`src/rtl/unit_wb_buffer.sv`:
```
`default_nettype none
// ==========================================================================
// unit_wb_buffer : in-order result queue between an execution unit and the
//                  writeback arbiter (done/id/rd/ack handshake).  Rev 1.0
// ==========================================================================
module unit_wb_buffer #(
   parameter int DEPTH          = 4,
   parameter int DATA_WIDTH     = 32,
   parameter int ID_WIDTH       = 3,
   parameter bit CHECK_PROTOCOL = 1'b0
) (
   input  logic                     clk,
   input  logic                     rst,
   input  logic                     in_valid,
   input  logic [ID_WIDTH-1:0]      in_id,
   input  logic [DATA_WIDTH-1:0]    in_data,
   output logic                     in_ready,
   input  logic                     flush,
   output logic                     done,
   output logic [ID_WIDTH-1:0]      id,
   output logic [DATA_WIDTH-1:0]    rd,
   input  logic                     ack,
   output logic [$clog2(DEPTH):0]   count
);

   localparam int AW = $clog2(DEPTH);
   localparam int PW = AW + 1;
   localparam int EW = ID_WIDTH + DATA_WIDTH;
   localparam logic [PW-1:0] C_FULL = PW'(DEPTH);

   logic [EW-1:0] mem_q [DEPTH];
   logic [EW-1:0] mem_d [DEPTH];
   logic [PW-1:0] wr_ptr_q, wr_ptr_d;
   logic [PW-1:0] rd_ptr_q, rd_ptr_d;
   logic [PW-1:0] count_q, count_d;
   logic          push;
   logic          pop;

   // Handshake outputs come straight from the registered count, so ack never
   // feeds back into in_ready within a cycle.
   assign in_ready = (count_q != C_FULL);
   assign done     = (count_q != '0);
   assign push     = in_valid & in_ready;
   assign pop      = ack & done;
   assign {id, rd} = mem_q[rd_ptr_q[AW-1:0]];
   assign count    = count_q;

   always_comb begin
      mem_d    = mem_q;
      wr_ptr_d = wr_ptr_q;
      rd_ptr_d = rd_ptr_q;
      count_d  = count_q;
      if (flush) begin
         rd_ptr_d = wr_ptr_q;
         count_d  = '0;
      end else begin
         if (push) begin
            mem_d[wr_ptr_q[AW-1:0]] = {in_id, in_data};
            wr_ptr_d = wr_ptr_q + PW'(1);
         end
         if (pop) begin
            rd_ptr_d = rd_ptr_q + PW'(1);
         end
         count_d = count_q + PW'(push) - PW'(pop);
      end
   end

   always_ff @(posedge clk) begin
      if (rst) begin
         wr_ptr_q <= '0;
         rd_ptr_q <= '0;
         count_q  <= '0;
      end else begin
         wr_ptr_q <= wr_ptr_d;
         rd_ptr_q <= rd_ptr_d;
         count_q  <= count_d;
      end
   end

   // Storage carries no reset; stale entries are never visible while done=0.
   always_ff @(posedge clk) begin
      mem_q <= mem_d;
   end

`ifndef SYNTHESIS
   always_ff @(posedge clk) begin
      if (!rst) begin
         assert (count_q <= C_FULL);
         assert (!(push && (count_q == C_FULL)));
         assert (!(pop && (count_q == '0)));
         assert (done == (count_q != '0));
      end
   end

   generate
      if (CHECK_PROTOCOL) begin : g_protocol_checks
         always_ff @(posedge clk) begin
            if (!rst) begin
               assert (!(in_valid && !in_ready));
               assert (!(ack && !done));
            end
         end
      end
   endgenerate
`endif

endmodule
`default_nettype wire

```
`config.mk`:
```
export PLATFORM = sky130hd
export DESIGN_NAME = unit_wb_buffer
export DESIGN_NICKNAME = d
export VERILOG_FILES = /design/src/rtl/unit_wb_buffer.sv
export SDC_FILE = /design/constraint.sdc
export NUM_CORES = 1
export LEC_CHECK = 0
export CAP_MARGIN = 20
export CORE_AREA = 5 5 108 110
export CTS_CLUSTER_DIAMETER = 200
export CTS_CLUSTER_SIZE = 40
export DETAILED_ROUTE_END_ITERATION = 8
export DIE_AREA = 0 0 113 115
export PLACE_DENSITY = 0.77
export SYNTH_ARGS = -nofsm -noshare
export SYNTH_HDL_FRONTEND = slang
export SYNTH_SLANG_ARGS = --single-unit
```
`constraint.sdc`:
```
create_clock -name clk -period 6.05 [get_ports clk]
set_clock_uncertainty 0.15 [all_clocks]
set_input_delay 1.21 -clock clk [delete_from_list [all_inputs] [get_ports clk]]
set_output_delay 1.21 -clock clk [all_outputs]
set_load 0.01 [all_outputs]
```
==> results by group <==
Floorplanning
  • Number of placement rows: 38
  • Core Box Area: 10,600 um2
  • Die footprint: 13,000 um2
  • Io pins: 80
  • Chip Width: 113 um
  • Height of the die: 115 um
  • Starting Density: 51.9%

Routing
  • Avg Vias per Cell: 5.35
  • Routed length per instance: 20.8 um
  • First-pass DRT Iterations: 6
  • Final routed wirelength across all metal layers: 9860 um
  • Routed vias: 2,531
  • Number of violations reported at the end of detailed-routing iteration 0: 148
  • Post-route DRC violation count: 0
  • ANT nets after route: 0

GRT
  • Pin count of the biggest net entering global routing: 37
  • Number of antenna violations at the first check in global routing: 0
  • Final global-route overflow total: 0
  • Global-route wire length before repair: 15,400 um
  • Vias in the first global route: 2,817
  • Aggregate global-route resource usage: 16.1%

Logic synthesis
  • Syn Inst Count: 232
  • Sequential share of the synthesized area: 79.0%
  • Fraction of post-synthesis cell area in the top cell type by area: 76.4%
  • Flip-flop and latch count after synthesis: 147
  • Netlist cell types: 29
  • Number of nets in the synthesized netlist: 279
  • Cell types occupying the most area after synthesis: sky130_fd_sc_hd__edfxtp_1 (76%), sky130_fd_sc_hd__mux4_2 (14%), sky130_fd_sc_hd__dfxtp_1 (2.5%), sky130_fd_sc_hd__ha_1 (1.4%), sky130_fd_sc_hd__and2_1 (0.45%)
  • Synthesized area divided by synthesized cell count: 23.7 um2
  • Number of warnings printed during yosys synthesis: 0
  • Area of the mapped netlist: 5500 um2
  • Synth area leader: sky130_fd_sc_hd__edfxtp_1

Timing
  • Crit path setup slack, layout: 1.82 ns
  • Upper clock frequency limit: 237 MHz
  • Max Slew Vio Count: 0
  • Slew @ Worst Pin: 0.994 ns
  • Share of the cycle needed by the critical path after routing: 69.9%
  • Setup-violating endpoint count in the final report: 0
  • Setup repair after global routing missed its margin: false
  • Final period demand of the worst path: 4.23 ns
  • Final Hold Vio Count: 0
  • Worst slew margin: 33.8%
  • Final-layout setup total negative slack: 0 ns

Worst setup path
  • Kind of critical path: flop to output port
  • Cell Chain, Critical Path: buf_4, mux4_2, clkdlybuf4s50_1
  • Reg2reg start: count[2]
  • Data arrival at the endpoint of the critical path: 2.87 ns
  • Required time at the worst-slack endpoint: 4.69 ns
  • Beginning of the critical path: rd_ptr_q[0]
  • Highest-delay cell along the critical path: sky130_fd_sc_hd__dfxtp_2
  • Worst path buffer plus inverter count: 2
  • Category of cells accounting for the largest share of critical-path delay: buffers and inverters
  • Worst stage delay on the critical path: 0.79 ns
  • Setup crit end kind: output port
  • Crit start category: flop
  • CP max FO: 20

Place
  • GP Congestion: 0.727
  • Placed cell count: 442
  • Quantity of I/O buffers inserted on ports: 79
  • HPWL after detailed placement: 5690 um
  • Placement-stage worst setup slack: 2.28 ns
  • Post-place instance area: 6430 um2

Clocking
  • Post-cts hold buffer count: 0
  • Max Root-Sink Buffers: 2
  • Total clock buffers created by CTS: 17
  • Max H-tree Level: 4
  • Clock root buffer: sky130_fd_sc_hd__clkbuf_8
  • Post-CTS Setup Repair Bufs: 0
  • Latest clock arrival within the worst-skew pair: 0.50 ns
  • Post-cts sizing count: 0
  • Post-CTS clock slew at the launch and capture registers of the worst setup and hold paths: 0.06 ns
  • Clock tree from TritonCTS: built
  • Clk sink count: 147

Hold path
  • Worst min-delay path startpoint: wr_ptr_q[1]
  • Hold crit path type: flop to flop

Power and ir drop
  • IR Drop Worst-Case VDD: 0.155 mV
  • Total power per unit cell area: 347 nW/um2
  • Static leakage: 2.29 nW

Status
  • Outcome: complete, no violations

Final layout
  • Post-route standard cell area excluding fillers: 7060 um2
  • Combined area of the multi-input logic cells: 1090 um2
  • # diodes: 0
  • Final Net Count: 368
  • Area Growth Syn to Fin: 28.3%
  • Number of cells in the finished layout apart from fillers: 473
  • Share of layout cells above drive strength 1: 22.2%
  • FF+latch area: 4350 um2
  • Number of filler instances in the final layout: 696

Flow run
  • Number of max-cap violations: 0
-- layout by cell type, fill, tap and decap left out, types with 2 or more instances in the layout --
| cell | Yosys | final |
|---|---|---|
| sky130_fd_sc_hd__clkbuf_16 | 0 | 16 |
| sky130_fd_sc_hd__a21oi_1 | 2 | 2 |
| sky130_fd_sc_hd__xor2_1 | 2 | 2 |
| sky130_fd_sc_hd__mux4_2 | 35 | 35 |
| sky130_fd_sc_hd__bufinv_16 | 0 | 5 |
| sky130_fd_sc_hd__and2_2 | 0 | 4 |
| sky130_fd_sc_hd__clkbuf_1 | 3 | 2 |
| sky130_fd_sc_hd__edfxtp_1 | 140 | 140 |
| sky130_fd_sc_hd__clkinv_4 | 0 | 4 |
| sky130_fd_sc_hd__nor2_1 | 3 | 3 |
| sky130_fd_sc_hd__dfxtp_1 | 7 | 5 |
| sky130_fd_sc_hd__nand2_1 | 2 | 2 |
| sky130_fd_sc_hd__nand2b_1 | 2 | 2 |
| sky130_fd_sc_hd__dfxtp_2 | 0 | 2 |
| sky130_fd_sc_hd__ha_1 | 6 | 6 |
| sky130_fd_sc_hd__inv_1 | 5 | 5 |
| sky130_fd_sc_hd__clkdlybuf4s50_1 | 0 | 79 |
| sky130_fd_sc_hd__a21o_1 | 2 | 2 |
-- layout make-up --
| class | instances | share of cell area, % |
|---|---|---|
| inverter | 5 | 0.266 |
| timing repair buffer | 80 | 11.3 |
| clock inverter | 12 | 2.93 |
| clock buffer | 19 | 5.98 |
| tap | 140 | 2.48 |
| multi-input combinational | 70 | 15.4 |
| sequential | 147 | 61.6 |
-- per-stage QoR --
step | util, % | hold WS [ns] | total power [mW]
2_1_floorplan | - | 0.332 | 1.27
3_3_place_gp | 60.6 | 0.349 | 1.37
3_5_place_dp | 60.6 | 0.389 | 1.37
4_1_cts | 66.5 | 0.397 | 2.47
5_1_grt | 66.5 | 0.423 | 2.53
6_report | 66.5 | 0.390 | 2.45
-- per-layer routing --
layer | part of all wire [%] | vias to the layer above | GRT usage (%)
met3 | 6.0 | 4 | 5.53
met2 | 51 | 73 | 26.5
li1 | - | 1148 | -
met1 | 42 | 1306 | 20.6
met4 | 0.40 | 0 | 4.57
met5 | 0 | - | 0
-- worst paths after layout --
check             cells past startpoint          end  slack [ns]
setup / recovery                      3       rd[29]        1.82
hold reg to reg                       2  wr_ptr_q[1]        0.39
hold / removal                        2  wr_ptr_q[1]        0.39
setup reg to reg                     10     count[2]        3.52
-- registers in the layout, summed over array words and instances, names as in the netlist --
register and count:
rd_ptr_q 2, count 3, mem_q 140, wr_ptr_q 2
-- cells by family after synthesis --
group | after synthesis | share of synthesized area [%]
muxes | 37 | 14.8
and+or+nand+nor | 17 | 1.93
buffers and inverters | 15 | 1.32
AOI/OAI and AO/OA | 6 | 0.773
xor gates and xnor gates | 3 | 0.478
DFF | 147 | 79.0
adders and majority gates | 7 | 1.73
-- tightest hold or removal path, stage by stage, from the launching register on --
cell and delay [ns]:
sky130_fd_sc_hd__dfxtp_1 0.34, sky130_fd_sc_hd__nand2b_1 0.08, sky130_fd_sc_hd__mux2i_1 0.07
-- power breakdown --
group          leakage (nW)  internal [mW]  switching (mW)
sequential             1.33           1.14          0.0195
clock                 0.302          0.712           0.386
combinational         0.657          0.113          0.0738
total                  2.29           1.97           0.479
-- cell usage after synthesis --
cell and number:
sky130_fd_sc_hd__a21o_1 2, sky130_fd_sc_hd__a21oi_1 2, sky130_fd_sc_hd__and2_1 4, sky130_fd_sc_hd__and3_4 1, sky130_fd_sc_hd__buf_1 1, sky130_fd_sc_hd__buf_2 4
sky130_fd_sc_hd__buf_4 1, sky130_fd_sc_hd__buf_6 1, sky130_fd_sc_hd__clkbuf_1 3, sky130_fd_sc_hd__dfxtp_1 7, sky130_fd_sc_hd__edfxtp_1 140, sky130_fd_sc_hd__fa_1 1
sky130_fd_sc_hd__ha_1 6, sky130_fd_sc_hd__inv_1 5, sky130_fd_sc_hd__mux2_4 1, sky130_fd_sc_hd__mux2i_1 1, sky130_fd_sc_hd__mux4_2 35, sky130_fd_sc_hd__nand2_1 2
sky130_fd_sc_hd__nand2b_1 2, sky130_fd_sc_hd__nor2_1 3, sky130_fd_sc_hd__nor3_1 1, sky130_fd_sc_hd__nor3b_1 1, sky130_fd_sc_hd__nor4b_1 1, sky130_fd_sc_hd__o311ai_0 1
sky130_fd_sc_hd__o31a_1 1, sky130_fd_sc_hd__or3_1 1, sky130_fd_sc_hd__or3b_4 1, sky130_fd_sc_hd__xnor2_1 1, sky130_fd_sc_hd__xor2_1 2
Note: power is estimated with default switching activity, not from simulation.
